## src/rtl/bp_update_scheduler_pkg.sv

```systemverilog
// Shared types and sizing for the branch-predictor update scheduler.
package bp_update_scheduler_pkg;

  localparam int unsigned ADDR_WIDTH        = 32;
  localparam int unsigned INSTRUCTION_WIDTH = 32;
  localparam int unsigned COMMIT_WIDTH      = 2;
  localparam int unsigned QUEUE_DEPTH       = 8;
  localparam int unsigned STARVE_LIMIT      = 4;

  localparam int unsigned PTR_W    = $clog2(QUEUE_DEPTH);
  localparam int unsigned CNT_W    = $clog2(QUEUE_DEPTH) + 1;
  localparam int unsigned STARVE_W = $clog2(STARVE_LIMIT + 1);
  localparam int unsigned DROP_W   = 16;

  typedef struct packed {
    logic [ADDR_WIDTH-1:0]        pc;
    logic [INSTRUCTION_WIDTH-1:0] instruction;
    logic                         jump;
    logic [ADDR_WIDTH-1:0]        next_pc;
    logic                         hit;
  } bp_update_t;

endpackage

```

## src/rtl/bp_update_scheduler_if.sv

```systemverilog
// Commit, exbru and predictor-side signals of the update scheduler.
interface bp_update_scheduler_if;
  import bp_update_scheduler_pkg::*;

  logic [ADDR_WIDTH-1:0]        commit_bp_pc          [0:COMMIT_WIDTH-1];
  logic [INSTRUCTION_WIDTH-1:0] commit_bp_instruction [0:COMMIT_WIDTH-1];
  logic [COMMIT_WIDTH-1:0]      commit_bp_jump;
  logic [ADDR_WIDTH-1:0]        commit_bp_next_pc     [0:COMMIT_WIDTH-1];
  logic [COMMIT_WIDTH-1:0]      commit_bp_hit;
  logic [COMMIT_WIDTH-1:0]      commit_bp_valid;
  logic                         sched_commit_ready;

  logic [ADDR_WIDTH-1:0]        exbru_bp_pc;
  logic [INSTRUCTION_WIDTH-1:0] exbru_bp_instruction;
  logic                         exbru_bp_jump;
  logic [ADDR_WIDTH-1:0]        exbru_bp_next_pc;
  logic                         exbru_bp_hit;
  logic                         exbru_bp_valid;

  logic                         bp_sched_ready;
  logic [ADDR_WIDTH-1:0]        sched_bp_pc;
  logic [INSTRUCTION_WIDTH-1:0] sched_bp_instruction;
  logic                         sched_bp_jump;
  logic [ADDR_WIDTH-1:0]        sched_bp_next_pc;
  logic                         sched_bp_hit;
  logic                         sched_bp_valid;
  logic                         sched_bp_src;

  logic [CNT_W-1:0]             sched_count;
  logic [DROP_W-1:0]            sched_exbru_drop_cnt;
  logic                         sched_overflow;

  modport slave (
    input  commit_bp_pc, commit_bp_instruction, commit_bp_jump, commit_bp_next_pc,
           commit_bp_hit, commit_bp_valid,
    output sched_commit_ready,
    input  exbru_bp_pc, exbru_bp_instruction, exbru_bp_jump, exbru_bp_next_pc,
           exbru_bp_hit, exbru_bp_valid,
    input  bp_sched_ready,
    output sched_bp_pc, sched_bp_instruction, sched_bp_jump, sched_bp_next_pc,
           sched_bp_hit, sched_bp_valid, sched_bp_src,
    output sched_count, sched_exbru_drop_cnt, sched_overflow
  );

  modport master (
    output commit_bp_pc, commit_bp_instruction, commit_bp_jump, commit_bp_next_pc,
           commit_bp_hit, commit_bp_valid,
    input  sched_commit_ready,
    output exbru_bp_pc, exbru_bp_instruction, exbru_bp_jump, exbru_bp_next_pc,
           exbru_bp_hit, exbru_bp_valid,
    output bp_sched_ready,
    input  sched_bp_pc, sched_bp_instruction, sched_bp_jump, sched_bp_next_pc,
           sched_bp_hit, sched_bp_valid, sched_bp_src,
    input  sched_count, sched_exbru_drop_cnt, sched_overflow
  );

endinterface

```

## src/rtl/bp_update_scheduler_fifo.sv

```systemverilog
// Multi-push / single-pop circular buffer; valid lanes are compacted at tail.
module bp_update_scheduler_fifo
  import bp_update_scheduler_pkg::*;
(
  input  logic                    clk,
  input  logic                    rst,
  input  bp_update_t              push_data [0:COMMIT_WIDTH-1],
  input  logic [COMMIT_WIDTH-1:0] push_valid,
  input  logic                    pop,
  output bp_update_t              head_data,
  output logic [CNT_W-1:0]        count
);

  bp_update_t       mem [0:QUEUE_DEPTH-1];
  logic [PTR_W-1:0] head;
  logic [PTR_W-1:0] tail;
  logic [CNT_W-1:0] free_slots;
  logic [CNT_W-1:0] lane_off [0:COMMIT_WIDTH-1];
  logic [COMMIT_WIDTH-1:0] lane_acc;
  logic [CNT_W-1:0] enq_num;

  assign free_slots = CNT_W'(QUEUE_DEPTH) - count;
  assign head_data  = mem[head];

  // Slot offset of each lane = number of accepted lanes below it; lanes past free space are lost.
  always_comb begin
    lane_off = '{default: '0};
    lane_acc = '0;
    enq_num  = '0;
    for (int i = 0; i < int'(COMMIT_WIDTH); i++) begin
      lane_off[i] = enq_num;
      lane_acc[i] = push_valid[i] && (enq_num < free_slots);
      if (lane_acc[i]) enq_num = enq_num + CNT_W'(1);
    end
  end

  always_ff @(posedge clk) begin
    if (rst) begin
      head  <= '0;
      tail  <= '0;
      count <= '0;
    end else begin
      for (int i = 0; i < int'(COMMIT_WIDTH); i++) begin
        if (lane_acc[i]) mem[tail + PTR_W'(lane_off[i])] <= push_data[i];
      end
      tail  <= tail + PTR_W'(enq_num);
      head  <= head + PTR_W'(pop);
      count <= count + enq_num - CNT_W'(pop);
    end
  end

endmodule

```

## src/rtl/bp_update_scheduler.sv

```systemverilog
// Arbitrates the predictor update port between the commit FIFO and speculative exbru
// updates, with a starvation guard and a saturating exbru drop counter.
module bp_update_scheduler
  import bp_update_scheduler_pkg::*;
(
  input  logic                   clk,
  input  logic                   rst,
  bp_update_scheduler_if.slave   bus
);

  bp_update_t            commit_lane [0:COMMIT_WIDTH-1];
  bp_update_t            head;
  logic [CNT_W-1:0]      count;
  logic [STARVE_W-1:0]   starve;
  logic [DROP_W-1:0]     drop_cnt;
  logic                  overflow;
  logic                  fifo_nonempty;
  logic                  commit_ready;
  logic                  exbru_sel;
  logic                  pop;
  logic                  exbru_drop;

  always_comb begin
    for (int i = 0; i < int'(COMMIT_WIDTH); i++) begin
      commit_lane[i].pc          = bus.commit_bp_pc[i];
      commit_lane[i].instruction = bus.commit_bp_instruction[i];
      commit_lane[i].jump        = bus.commit_bp_jump[i];
      commit_lane[i].next_pc     = bus.commit_bp_next_pc[i];
      commit_lane[i].hit         = bus.commit_bp_hit[i];
    end
  end

  bp_update_scheduler_fifo u_fifo (
    .clk        (clk),
    .rst        (rst),
    .push_data  (commit_lane),
    .push_valid (bus.commit_bp_valid),
    .pop        (pop),
    .head_data  (head),
    .count      (count)
  );

  assign fifo_nonempty = (count != '0);
  assign commit_ready  = (CNT_W'(QUEUE_DEPTH) - count) >= CNT_W'(COMMIT_WIDTH);
  assign exbru_sel     = bus.exbru_bp_valid &&
                         !((starve == STARVE_W'(STARVE_LIMIT)) && fifo_nonempty);
  assign pop           = !rst && !exbru_sel && fifo_nonempty && bus.bp_sched_ready;
  assign exbru_drop    = bus.exbru_bp_valid && (!bus.bp_sched_ready || !exbru_sel);

  // Grant mux; nothing is offered while reset is held.
  always_comb begin
    bus.sched_bp_pc          = head.pc;
    bus.sched_bp_instruction = head.instruction;
    bus.sched_bp_jump        = head.jump;
    bus.sched_bp_next_pc     = head.next_pc;
    bus.sched_bp_hit         = head.hit;
    bus.sched_bp_src         = 1'b0;
    bus.sched_bp_valid       = 1'b0;
    if (!rst) begin
      if (exbru_sel) begin
        bus.sched_bp_pc          = bus.exbru_bp_pc;
        bus.sched_bp_instruction = bus.exbru_bp_instruction;
        bus.sched_bp_jump        = bus.exbru_bp_jump;
        bus.sched_bp_next_pc     = bus.exbru_bp_next_pc;
        bus.sched_bp_hit         = bus.exbru_bp_hit;
        bus.sched_bp_src         = 1'b1;
        bus.sched_bp_valid       = 1'b1;
      end else if (fifo_nonempty) begin
        bus.sched_bp_valid       = 1'b1;
      end
    end
  end

  always_ff @(posedge clk) begin
    if (rst) begin
      starve   <= '0;
      drop_cnt <= '0;
      overflow <= 1'b0;
    end else begin
      if (pop || !fifo_nonempty) begin
        starve <= '0;
      end else if (exbru_sel && bus.bp_sched_ready && (starve != STARVE_W'(STARVE_LIMIT))) begin
        starve <= starve + STARVE_W'(1);
      end
      if (exbru_drop && (drop_cnt != {DROP_W{1'b1}})) drop_cnt <= drop_cnt + DROP_W'(1);
      if ((bus.commit_bp_valid != '0) && !commit_ready) overflow <= 1'b1;
    end
  end

  assign bus.sched_commit_ready   = commit_ready;
  assign bus.sched_count          = count;
  assign bus.sched_exbru_drop_cnt = drop_cnt;
  assign bus.sched_overflow       = overflow;

endmodule

```

## src/flat_wrapper.sv

```systemverilog
// flat-port wrapper written by rule: the top's interface ports become plain ports
module bp_update_scheduler_flat import bp_update_scheduler_pkg::*;
  (clk, rst, bus_commit_bp_pc, bus_commit_bp_instruction, bus_commit_bp_jump, bus_commit_bp_next_pc, bus_commit_bp_hit, bus_commit_bp_valid, bus_sched_commit_ready, bus_exbru_bp_pc, bus_exbru_bp_instruction, bus_exbru_bp_jump, bus_exbru_bp_next_pc, bus_exbru_bp_hit, bus_exbru_bp_valid, bus_bp_sched_ready, bus_sched_bp_pc, bus_sched_bp_instruction, bus_sched_bp_jump, bus_sched_bp_next_pc, bus_sched_bp_hit, bus_sched_bp_valid, bus_sched_bp_src, bus_sched_count, bus_sched_exbru_drop_cnt, bus_sched_overflow);
  bp_update_scheduler_if bus_i ();
  input  logic clk;
  input  logic rst;
  input wire logic [$bits(bus_i.commit_bp_pc)-1:0] bus_commit_bp_pc;
  input wire logic [$bits(bus_i.commit_bp_instruction)-1:0] bus_commit_bp_instruction;
  input wire logic [$bits(bus_i.commit_bp_jump)-1:0] bus_commit_bp_jump;
  input wire logic [$bits(bus_i.commit_bp_next_pc)-1:0] bus_commit_bp_next_pc;
  input wire logic [$bits(bus_i.commit_bp_hit)-1:0] bus_commit_bp_hit;
  input wire logic [$bits(bus_i.commit_bp_valid)-1:0] bus_commit_bp_valid;
  output wire logic [$bits(bus_i.sched_commit_ready)-1:0] bus_sched_commit_ready;
  input wire logic [$bits(bus_i.exbru_bp_pc)-1:0] bus_exbru_bp_pc;
  input wire logic [$bits(bus_i.exbru_bp_instruction)-1:0] bus_exbru_bp_instruction;
  input wire logic [$bits(bus_i.exbru_bp_jump)-1:0] bus_exbru_bp_jump;
  input wire logic [$bits(bus_i.exbru_bp_next_pc)-1:0] bus_exbru_bp_next_pc;
  input wire logic [$bits(bus_i.exbru_bp_hit)-1:0] bus_exbru_bp_hit;
  input wire logic [$bits(bus_i.exbru_bp_valid)-1:0] bus_exbru_bp_valid;
  input wire logic [$bits(bus_i.bp_sched_ready)-1:0] bus_bp_sched_ready;
  output wire logic [$bits(bus_i.sched_bp_pc)-1:0] bus_sched_bp_pc;
  output wire logic [$bits(bus_i.sched_bp_instruction)-1:0] bus_sched_bp_instruction;
  output wire logic [$bits(bus_i.sched_bp_jump)-1:0] bus_sched_bp_jump;
  output wire logic [$bits(bus_i.sched_bp_next_pc)-1:0] bus_sched_bp_next_pc;
  output wire logic [$bits(bus_i.sched_bp_hit)-1:0] bus_sched_bp_hit;
  output wire logic [$bits(bus_i.sched_bp_valid)-1:0] bus_sched_bp_valid;
  output wire logic [$bits(bus_i.sched_bp_src)-1:0] bus_sched_bp_src;
  output wire logic [$bits(bus_i.sched_count)-1:0] bus_sched_count;
  output wire logic [$bits(bus_i.sched_exbru_drop_cnt)-1:0] bus_sched_exbru_drop_cnt;
  output wire logic [$bits(bus_i.sched_overflow)-1:0] bus_sched_overflow;
  assign bus_i.commit_bp_pc = {>>{bus_commit_bp_pc}};
  assign bus_i.commit_bp_instruction = {>>{bus_commit_bp_instruction}};
  assign bus_i.commit_bp_jump = bus_commit_bp_jump;
  assign bus_i.commit_bp_next_pc = {>>{bus_commit_bp_next_pc}};
  assign bus_i.commit_bp_hit = bus_commit_bp_hit;
  assign bus_i.commit_bp_valid = bus_commit_bp_valid;
  assign bus_sched_commit_ready = bus_i.sched_commit_ready;
  assign bus_i.exbru_bp_pc = bus_exbru_bp_pc;
  assign bus_i.exbru_bp_instruction = bus_exbru_bp_instruction;
  assign bus_i.exbru_bp_jump = bus_exbru_bp_jump;
  assign bus_i.exbru_bp_next_pc = bus_exbru_bp_next_pc;
  assign bus_i.exbru_bp_hit = bus_exbru_bp_hit;
  assign bus_i.exbru_bp_valid = bus_exbru_bp_valid;
  assign bus_i.bp_sched_ready = bus_bp_sched_ready;
  assign bus_sched_bp_pc = bus_i.sched_bp_pc;
  assign bus_sched_bp_instruction = bus_i.sched_bp_instruction;
  assign bus_sched_bp_jump = bus_i.sched_bp_jump;
  assign bus_sched_bp_next_pc = bus_i.sched_bp_next_pc;
  assign bus_sched_bp_hit = bus_i.sched_bp_hit;
  assign bus_sched_bp_valid = bus_i.sched_bp_valid;
  assign bus_sched_bp_src = bus_i.sched_bp_src;
  assign bus_sched_count = bus_i.sched_count;
  assign bus_sched_exbru_drop_cnt = bus_i.sched_exbru_drop_cnt;
  assign bus_sched_overflow = bus_i.sched_overflow;
  bp_update_scheduler u_core (.clk(clk), .rst(rst), .bus(bus_i));
endmodule
```

## config.mk

```make
export PLATFORM = sky130hd
export DESIGN_NAME = bp_update_scheduler_flat
export DESIGN_NICKNAME = d
export VERILOG_FILES = /design/src/rtl/bp_update_scheduler_pkg.sv /design/src/rtl/bp_update_scheduler_if.sv /design/src/rtl/bp_update_scheduler_fifo.sv /design/src/rtl/bp_update_scheduler.sv /design/src/flat_wrapper.sv
export SDC_FILE = /design/constraint.sdc
export NUM_CORES = 1
export LEC_CHECK = 0
export ABC_AREA = 1
export CORE_ASPECT_RATIO = 0.9
export CORE_MARGIN = 1
export CORE_UTILIZATION = 29
export CTS_BUF_LIST = sky130_fd_sc_hd__clkbuf_16
export DETAILED_ROUTE_END_ITERATION = 10
export SYNTH_ARGS = -nofsm -noshare
export SYNTH_HDL_FRONTEND = slang
export SYNTH_SLANG_ARGS = --single-unit
```

## constraint.sdc

```tcl
create_clock -name clk -period 7.5 [get_ports clk]
set_input_delay 1.125 -clock clk [delete_from_list [all_inputs] [get_ports clk]]
set_output_delay 1.125 -clock clk [all_outputs]
set_load 0.01 [all_outputs]
```

After elaboration in Yosys (flattened, before gate mapping)
Memories as Yosys holds them, arrays and structs flattened. A register that Yosys moved wholly into a read port is not among the register bits.
Cells that the tools add are included.
{"block": "classes", "n_reduce_logical": 23, "addsub": 9, "muxes": 24, "n_lt_le_gt_ge": 3, "n_eq_ne": 3}
{"cell": "32-bit two-way mux", "count": 6}
{"cell": "16-bit by 1-bit adder with 16-bit output, second input constant", "count": 1}
{"cell": "1-bit two-way mux", "count": 16}
{"cell": "16-bit inequality test, second input constant", "count": 1}
{"cell": "1-bit logical AND", "count": 12}
{"cell": "3-bit adder", "count": 2}
{"cell": "1-bit logical NOT", "count": 6}
{"cell": "4-bit by 1-bit adder with 4-bit output, second input constant", "count": 1}
{"cell": "4-bit adder", "count": 1}
{"cell": "4-bit by 2-bit greater-or-equal comparator with 1-bit output, second input constant", "count": 1}
{"cell": "1-bit by 4-bit less-than comparator with 1-bit output, first input constant", "count": 1}
{"cell": "4-bit less-than comparator", "count": 1}
{"cell": "4-bit two-way mux", "count": 1}
{"cell": "4-bit nonzero test", "count": 1}
{"cell": "4-bit by 1-bit subtractor with 4-bit output", "count": 1}
{"cell": "4-bit subtractor, first input constant", "count": 1}
{"cell": "3-bit by 1-bit adder with 3-bit output", "count": 1}
{"cell": "3-bit by 1-bit adder with 3-bit output, second input constant", "count": 1}
{"cell": "3-bit == test, second input constant", "count": 1}
{"cell": "3-bit two-way mux", "count": 1}
{"cell": "3-bit inequality test, second input constant", "count": 1}
{"cell": "1-bit logical OR", "count": 2}
{"cell": "2-bit nonzero test", "count": 1}
{"cell": "2-bit OR reduction", "count": 1}
{"block": "word_totals", "mem_count": 1, "mem_bits_rw": 784, "regBits": 30, "out_inout_bits": 122}
{"memory": "u_core.u_fifo.mem", "depth": 8, "width": 98, "rd": 1, "rd_clocked_by_memory_dff": 1, "write_ports": 2, "line": "bp_update_scheduler_fifo.sv:14", "source": "bp_update_t mem [0:QUEUE_DEPTH-1];"}

Depth between registers and ports, before layout
Gate-level depths: netlist of run 1.
{"block": "depth", "depth_word": 10, "ltp_mapped": 20}

Hierarchy
From an unflattened synthesis of run 1, not the netlist that was laid out.
{"block": "unflattened", "hier_cells": 5590, "area_unflattened_um2": 44002.2}
{"module": "bp_update_scheduler_fifo", "cells_per_inst": 5056, "seq_area_each_um2": 23742.8, "area_per_inst_um2": 41433.5, "instances": 1}
{"module": "bp_update_scheduler", "cells_per_inst": 534, "seq_area_each_um2": 400.4, "area_per_inst_um2": 2568.7, "instances": 1}

Worst setup path before layout of run 1
Ideal clock, no wire load.
{"block": "synth_timing", "kind": "in2reg", "from": "input bus_commit_bp_valid[0]", "to": "memory u_core.u_fifo.mem[0][0] (netlist bit), enable pin", "path_slack_ps": 2234, "path_buffers": 2, "arrival_ps": 4806, "path_stages": 11, "cell_sequence": "buf_4 nand2_1 inv_1 ha_1 ha_1 xnor2_2 nand2_1 nor2_1 nand4_1 clkbuf_1 nand2_1"}
{"item": "from (decl)", "line": "flat_wrapper.sv:12", "source": "input wire logic [$bits(bus_i.commit_bp_valid)-1:0] bus_commit_bp_valid;"}
{"item": "to (decl)", "line": "bp_update_scheduler_fifo.sv:14"}

==> out/metrics.cfg, run 1 <==
[detailed_routing]
drc=0
wl_per_cell_microns=21.2
drt_iter0_drc=4116
dr.pass1.iters=7
drtAntennaViolNets=0
wl_microns=164000
dr_total_vias=38700
vias_per_cell=5.02

[power]
finalPower_mw=14.1
p_per_area_nw_per_um2=272
p_leak_nw=21.5
p_comb_share_pct=26.2
clkPwrFrac_pct=31.9
ir_worst_vdd_mv=0.244
switchingPower_mw=4.71
p_int_mw=9.42
power.sequential.fraction_pct=41.9
p_sw_share_pct=33.3

[clocking]
clock_path_buffers=3
clock-root-buffer=clkbuf_16
htree_levels=3
cts_tree=yes
clk_pin_slew_ns=0.06
clock_latency_ns=0.72
post_cts_buffers=0
numCtsBuffers=95
cts_resized=0
postCtsHoldBufs=0
cts.sinks=814

[floorplanning]
core_sq_um=151000
num_rows=135
initial_utilization_pct=29.2
num_io_pins=422
die_w_microns=412
fp.dieH_microns=371
die-area_sq_um=153000

[timing]
finalHoldViolCount=0
finalWorstPathRequiredPeriod_ns=5.59
fmax_mhz=179
worst_clock_skew_ns=0.0307
period_share_pct=74.5
setup_viol=0
fin_tns_setup_ns=0
rsz0062_at_grt=false
final.setup.worst_slack_ns=1.91
slew_headroom_pct=17.7
worst_slew_pin_slew_ns=1.23
maxSlewViolCount=0

[layout]
multi_input_area_sq_um=17000
finish.net_count=5940
n_fill_cell=15200
ff_latch_area_sq_um=24200
fin_area_sq_um=52000
synthToLayoutAreaGrowth_pct=18.4
drive_above_1_share_pct=3.74

[yosys]
yosysSeqAreaShare_pct=55.0
syn-instance-count=5586
avgSynthCellArea_sq_um=7.86
ys_warn_count=0
ys.flop_type=edfxtp_1
ys_seq_elements=814
synth-edff-count=784
async_flop_share_pct=0
netlist_area_sq_um=43900
yosysUniqueCellTypes=31
synthesis.nets=5904

[grt]
grt.met2_usage_pct=31.6
busiest_layer=met2
grtUsageMet1_pct=28.3
grt_overflow_total=0
grt_use_total_pct=20.9
grt_max_degree=147
grt_pass1_vias=35700
globalRouteMet3Util_pct=5.95
grt_pass1_wl_microns=238000
antenna_found_initial=44

[critical_path]
worst_path_max_delay_cell=dfxtp_4
slowest_delay_ns=0.85
crit_type=flip-flop to output pin
startpoint_type=flip-flop
crit_chain=buf_4 > buf_4 > o21ai_0 > o221ai_1 > nand3_1 > nand2_1 > clkdlybuf4s50_1
worst_ep_required_time_ns=6.38
worst_path_most_repeated_cell=buf_4
crit_path_end_kind=output pin
worstPathArrival_ns=4.46
cp_max_fo=78

[placement]
portBuffers=421
dp_slack_ns=2.05
dp.final_hpwl_microns=89400
place_congestion=0.789
place_area_sq_um=49000

[worst_hold_path]
hold_class=flip-flop to flip-flop

[job]
cap_violations=0

[outcome]
status=finished, final reports clean

[final timing paths]
| kind | startpoint | to | slack (ns) | depth (start not counted) |
|---|---|---|---|---|
| hold reg to reg | u_core.bus.sched_overflow$_SDFFE_PP0P_ | u_core.bus.sched_overflow$_SDFFE_PP0P_ | 0.46 | 2 |
| setup reg to reg | u_core.u_fifo.count[0]$_SDFF_PP0_ | u_core.u_fifo.mem[3][93]$_DFFE_PP_ | 2.70 | 18 |
| setup / recovery | u_core.u_fifo.head[0]$_SDFF_PP0_ | bus_sched_bp_instruction[5] | 1.91 | 7 |
| hold / removal | u_core.bus.sched_overflow$_SDFFE_PP0P_ | u_core.bus.sched_overflow$_SDFFE_PP0P_ | 0.46 | 2 |
[routing by layer]
metal,share of wire (%),routed length [microns],vias up
met2,44,71300,1913
met5,0.18,298,-
li1,-,-,18100
met1,43,69700,18300
met3,11,17500,295
met4,2.9,4700,46
[cell families (layout without fill, tap and decap cells)]
kind of cell | after synthesis | after routing | share of synthesized area (%)
other | 0 | 16 | 0
and+or+nand+nor | 3826 | 3826 | 34.6
buffers and inverters | 669 | 783 | 6.45
adders and majority gates | 18 | 18 | 0.547
AOI/OAI and AO/OA | 246 | 246 | 3.18
DFF | 814 | 814 | 55.0
xor gates and xnor gates | 13 | 13 | 0.276
[worst max-delay path: cells and delay by family, from the launching register on]
| family | cells | cell delay [ns] |
|---|---|---|
| AO/OA/AOI/OAI | 2 | 0.49 |
| buffers and inverters | 3 | 2.07 |
| flip-flops | 1 | 0.85 |
| AND/OR/NAND/NOR | 2 | 0.24 |
[metrics by stage]
stage	hold slack, ns	cells	util (%)
2_1_floorplan	0.452	5586	-
3_3_place_gp	0.452	7511	32.6
3_5_place_dp	0.452	7511	32.6
4_1_cts	0.460	7686	34.5
5_1_grt	0.495	7697	34.6
6_report	0.459	7702	34.6
[flip-flops by register name (all words and copies together), names as in the netlist]
register                         cells
u_core.u_fifo.head                   3
u_core.u_fifo.tail                   3
u_core.bus.sched_overflow            1
u_core.u_fifo.count                  4
u_core.starve                        3
u_core.u_fifo.mem                  784
u_core.bus.sched_exbru_drop_cnt     16
[power groups by stage]
stage                     sequential (mW)  clock [mW]  combinational, mW
after global placement               6.01           0               3.63
after CTS                            5.93        4.58               3.70
after floorplan                      6.05           0               2.08
after global routing                 5.97        4.74               4.05
final                                5.93        4.50               3.70
after detailed placement             6.02           0               3.69
[cell type report]
class,count,share of cell area (%)
diodes,16,0.0770
clock buffers,95,4.57
clock inverters,80,1.12
inverters,131,0.974
multi-input cells,4103,32.7
flip-flops and latches,814,46.4
well taps,1986,4.78
repair buffers,477,9.32
[cell usage after synthesis, types with 14 or more instances]
cell type,n,area (sq um)
nor3_1,14,70.1
clkbuf_1,264,991
inv_1,126,473
nand2_1,3083,11600
buf_1,37,139
nand4_1,19,119
o21ai_0,174,871
clkbuf_2,138,691
nor2_1,138,518
o221ai_1,39,342
dfxtp_1,30,601
nand3_1,560,2800
edfxtp_1,784,23500
ha_1,16,200
buf_2,89,445
a21oi_1,25,125
[placed cells by master, fill, tap and decap left out, types with 2 or more instances in the layout]
cell / count
edfxtp_1: 784
buf_4: 39
clkbuf_16: 95
o21ai_0: 174
a21oi_1: 25
buf_12: 17
nand3_1: 560
inv_6: 2
clkinv_1: 25
dfxtp_1: 27
xnor2_1: 5
clkinv_8: 4
clkdlybuf4s50_1: 421
clkinv_2: 20
o211ai_1: 7
inv_1: 146
bufinv_16: 5
clkinv_16: 2
nand2_4: 9
diode_2: 16
fa_1: 2
nor3_1: 14
nor2_4: 8
nand4_1: 19
nor2_1: 138
dfxtp_4: 3
o221ai_1: 39
xor2_1: 7
inv_2: 3
ha_1: 16
nand2_1: 3074
Note: power is estimated with default switching activity, not from simulation.
==> run 2: changes to the inputs <==
- clock period: 7.5 -> 5.6 ns (I/O delays scaled with it)
==> run 2 against run 1 <==
  * Sequential share of layout area shrank 0.60 points
  * Via count grew 1.5%
  * First-iteration DRC count grew 4.1%
  * Wire length grew 3.3%
  * Global-route usage grew 0.81 points
  * Die area is the same
  * Total power grew 37%
  * Core utilization grew 0.46 points
  * Sequential power grew 34%
  * Critical path depth is the same
  * Worst hold slack lost 0.0033 ns
  * Setup slack lost 1.0 ns
  * Highest routed layer unchanged
==> out/metrics.cfg, run 2 (same netlist as run 1, synthesis figures left out) <==
[detailed_routing]
wl_per_cell_microns=21.9
wl_microns=169000
wl_met2_microns=76400
wl_met3_microns=16500
drc=0
highest_layer=met5
drt_iter0_drc=4286
dr.pass1.iters=6
vias_per_cell=5.08
wl_met1_microns=71800
dr_total_vias=39200
drtAntennaViolNets=0

[critical_path]
worst_ep_required_time_ns=4.76
cp_max_fo=93
crit_type=flip-flop to output pin
startpoint_type=flip-flop
crit_path_end_kind=output pin
worstPathArrival_ns=3.88

[outcome]
status=finished, final reports clean

[power]
power.sequential.fraction_pct=41.0
ir_worst_vdd_mv=0.242
p_per_area_nw_per_um2=367
switchingPower_mw=6.36
p_comb_share_pct=26.6
p_sw_share_pct=32.9
clkPwrFrac_pct=32.4
p_int_mw=13.0
p_leak_nw=21.8

[placement]
place_congestion=0.813
dp.final_hpwl_microns=93400
portBuffers=421

[grt]
grt_overflow_total=0
antenna_found_initial=38
grt_max_degree=143
grt_use_total_pct=21.7
grt_pass1_wl_microns=247000
grt_pass1_vias=36500

[clocking]
cts.sinks=814
postCtsHoldBufs=0
cts_resized=0
htree_levels=3
numCtsBuffers=93
clock_path_buffers=3
clk_pin_slew_ns=0.06
clock-root-buffer=clkbuf_16
clock_latency_ns=0.74
post_cts_buffers=0
cts_tree=yes

[timing]
setup_viol=0
fmax_mhz=212
finalWorstPathRequiredPeriod_ns=4.72
rsz0062_at_grt=false
slew_headroom_pct=26.9
worst_clock_skew_ns=0.0431
maxSlewViolCount=0
worst_slew_pin_slew_ns=1.10
finalHoldViolCount=0
period_share_pct=84.3
fin_tns_setup_ns=0

[worst_hold_path]
hold_class=flip-flop to flip-flop

[floorplanning]
num_rows=135
fp.dieH_microns=371
die-area_sq_um=153000
num_io_pins=422
initial_utilization_pct=29.2
core_sq_um=151000
die_w_microns=412

[layout]
layout_common_cells=3074 x nand2_1, 784 x edfxtp_1, 560 x nand3_1, 421 x clkdlybuf4s50_1, 174 x o21ai_0
ff_latch_area_sq_um=24200
drive_above_1_share_pct=4.36
n_fill_cell=15300
multi_input_area_sq_um=17000
synthToLayoutAreaGrowth_pct=20.0
utilization_pct=35.0
finish.net_count=5972
largest_reg_flops=784
final_common_cell=nand2_1

[job]
cap_violations=0

[run 2: cell types whose count changed in the layout (fill, tap and decap cells not counted), sizes merged]
cell and change:
clkinv -12, clkbuf -1, diode -6, bufinv +6, buf +34, clkinvlp +2
inv +2
[run 2: final timing paths]
check / start / endpoint / slack (ns) / cells past startpoint
max: u_core.u_fifo.head[1]$_SDFF_PP0_ / bus_sched_bp_pc[17] / 0.88 / 7
min: u_core.bus.sched_overflow$_SDFFE_PP0P_ / u_core.bus.sched_overflow$_SDFFE_PP0P_ / 0.46 / 2
max reg2reg: u_core.u_fifo.count[0]$_SDFF_PP0_ / u_core.u_fifo.mem[2][18]$_DFFE_PP_ / 1.15 / 19
min reg2reg: u_core.bus.sched_overflow$_SDFFE_PP0P_ / u_core.bus.sched_overflow$_SDFFE_PP0P_ / 0.46 / 2
[run 2: through the flow]
step / cells / power, mW / area, sq um / worst slack, ns / hold WS (ns)
2_1_floorplan: 5586 / 10.9 / 43900 / 0.337 / 0.452
3_3_place_gp: 7545 / 13.1 / 49600 / 1.13 / 0.438
3_5_place_dp: 7545 / 13.2 / 49600 / 1.02 / 0.448
4_1_cts: 7717 / 19.4 / 52700 / 0.833 / 0.457
5_1_grt: 7725 / 20.2 / 52700 / 0.694 / 0.502
6_report: 7727 / 19.3 / 52700 / 0.877 / 0.455
[run 2: power by group through the flow]
stage / sequential (mW) / clock (mW) / combinational [mW]
final: 7.93 / 6.27 / 5.13
after global routing: 7.98 / 6.56 / 5.62
after CTS: 7.92 / 6.35 / 5.15
after detailed placement: 8.05 / 0 / 5.13
after global placement: 8.03 / 0 / 5.04
after floorplan: 8.10 / 0 / 2.79
[run 2: critical path, stage by stage (launching register included)]
cell,delay (ns)
dfxtp_4,0.54
inv_6,0.81
buf_4,0.46
o21ai_0,0.14
o221ai_1,0.22
nand3_1,0.29
nand2_1,0.13
clkdlybuf4s50_1,0.54
[run 2: cell type report]
| class | instances | area share [%] |
|---|---|---|
| clock inverter | 78 | 1.41 |
| tap | 1986 | 4.71 |
| inverter | 131 | 0.961 |
| timing repair buffer | 511 | 10.3 |
| antenna | 10 | 0.0475 |
| clock buffer | 94 | 4.46 |
| sequential | 814 | 45.8 |
| multi-input combinational | 4103 | 32.3 |
[run 2: per-layer routing]
layer / global-route usage, % / vias up
met5: 0 / -
met1: 30.0 / 18700
met3: 4.34 / 298
li1: - / 18100
met4: 6.27 / 40
met2: 34.1 / 2050
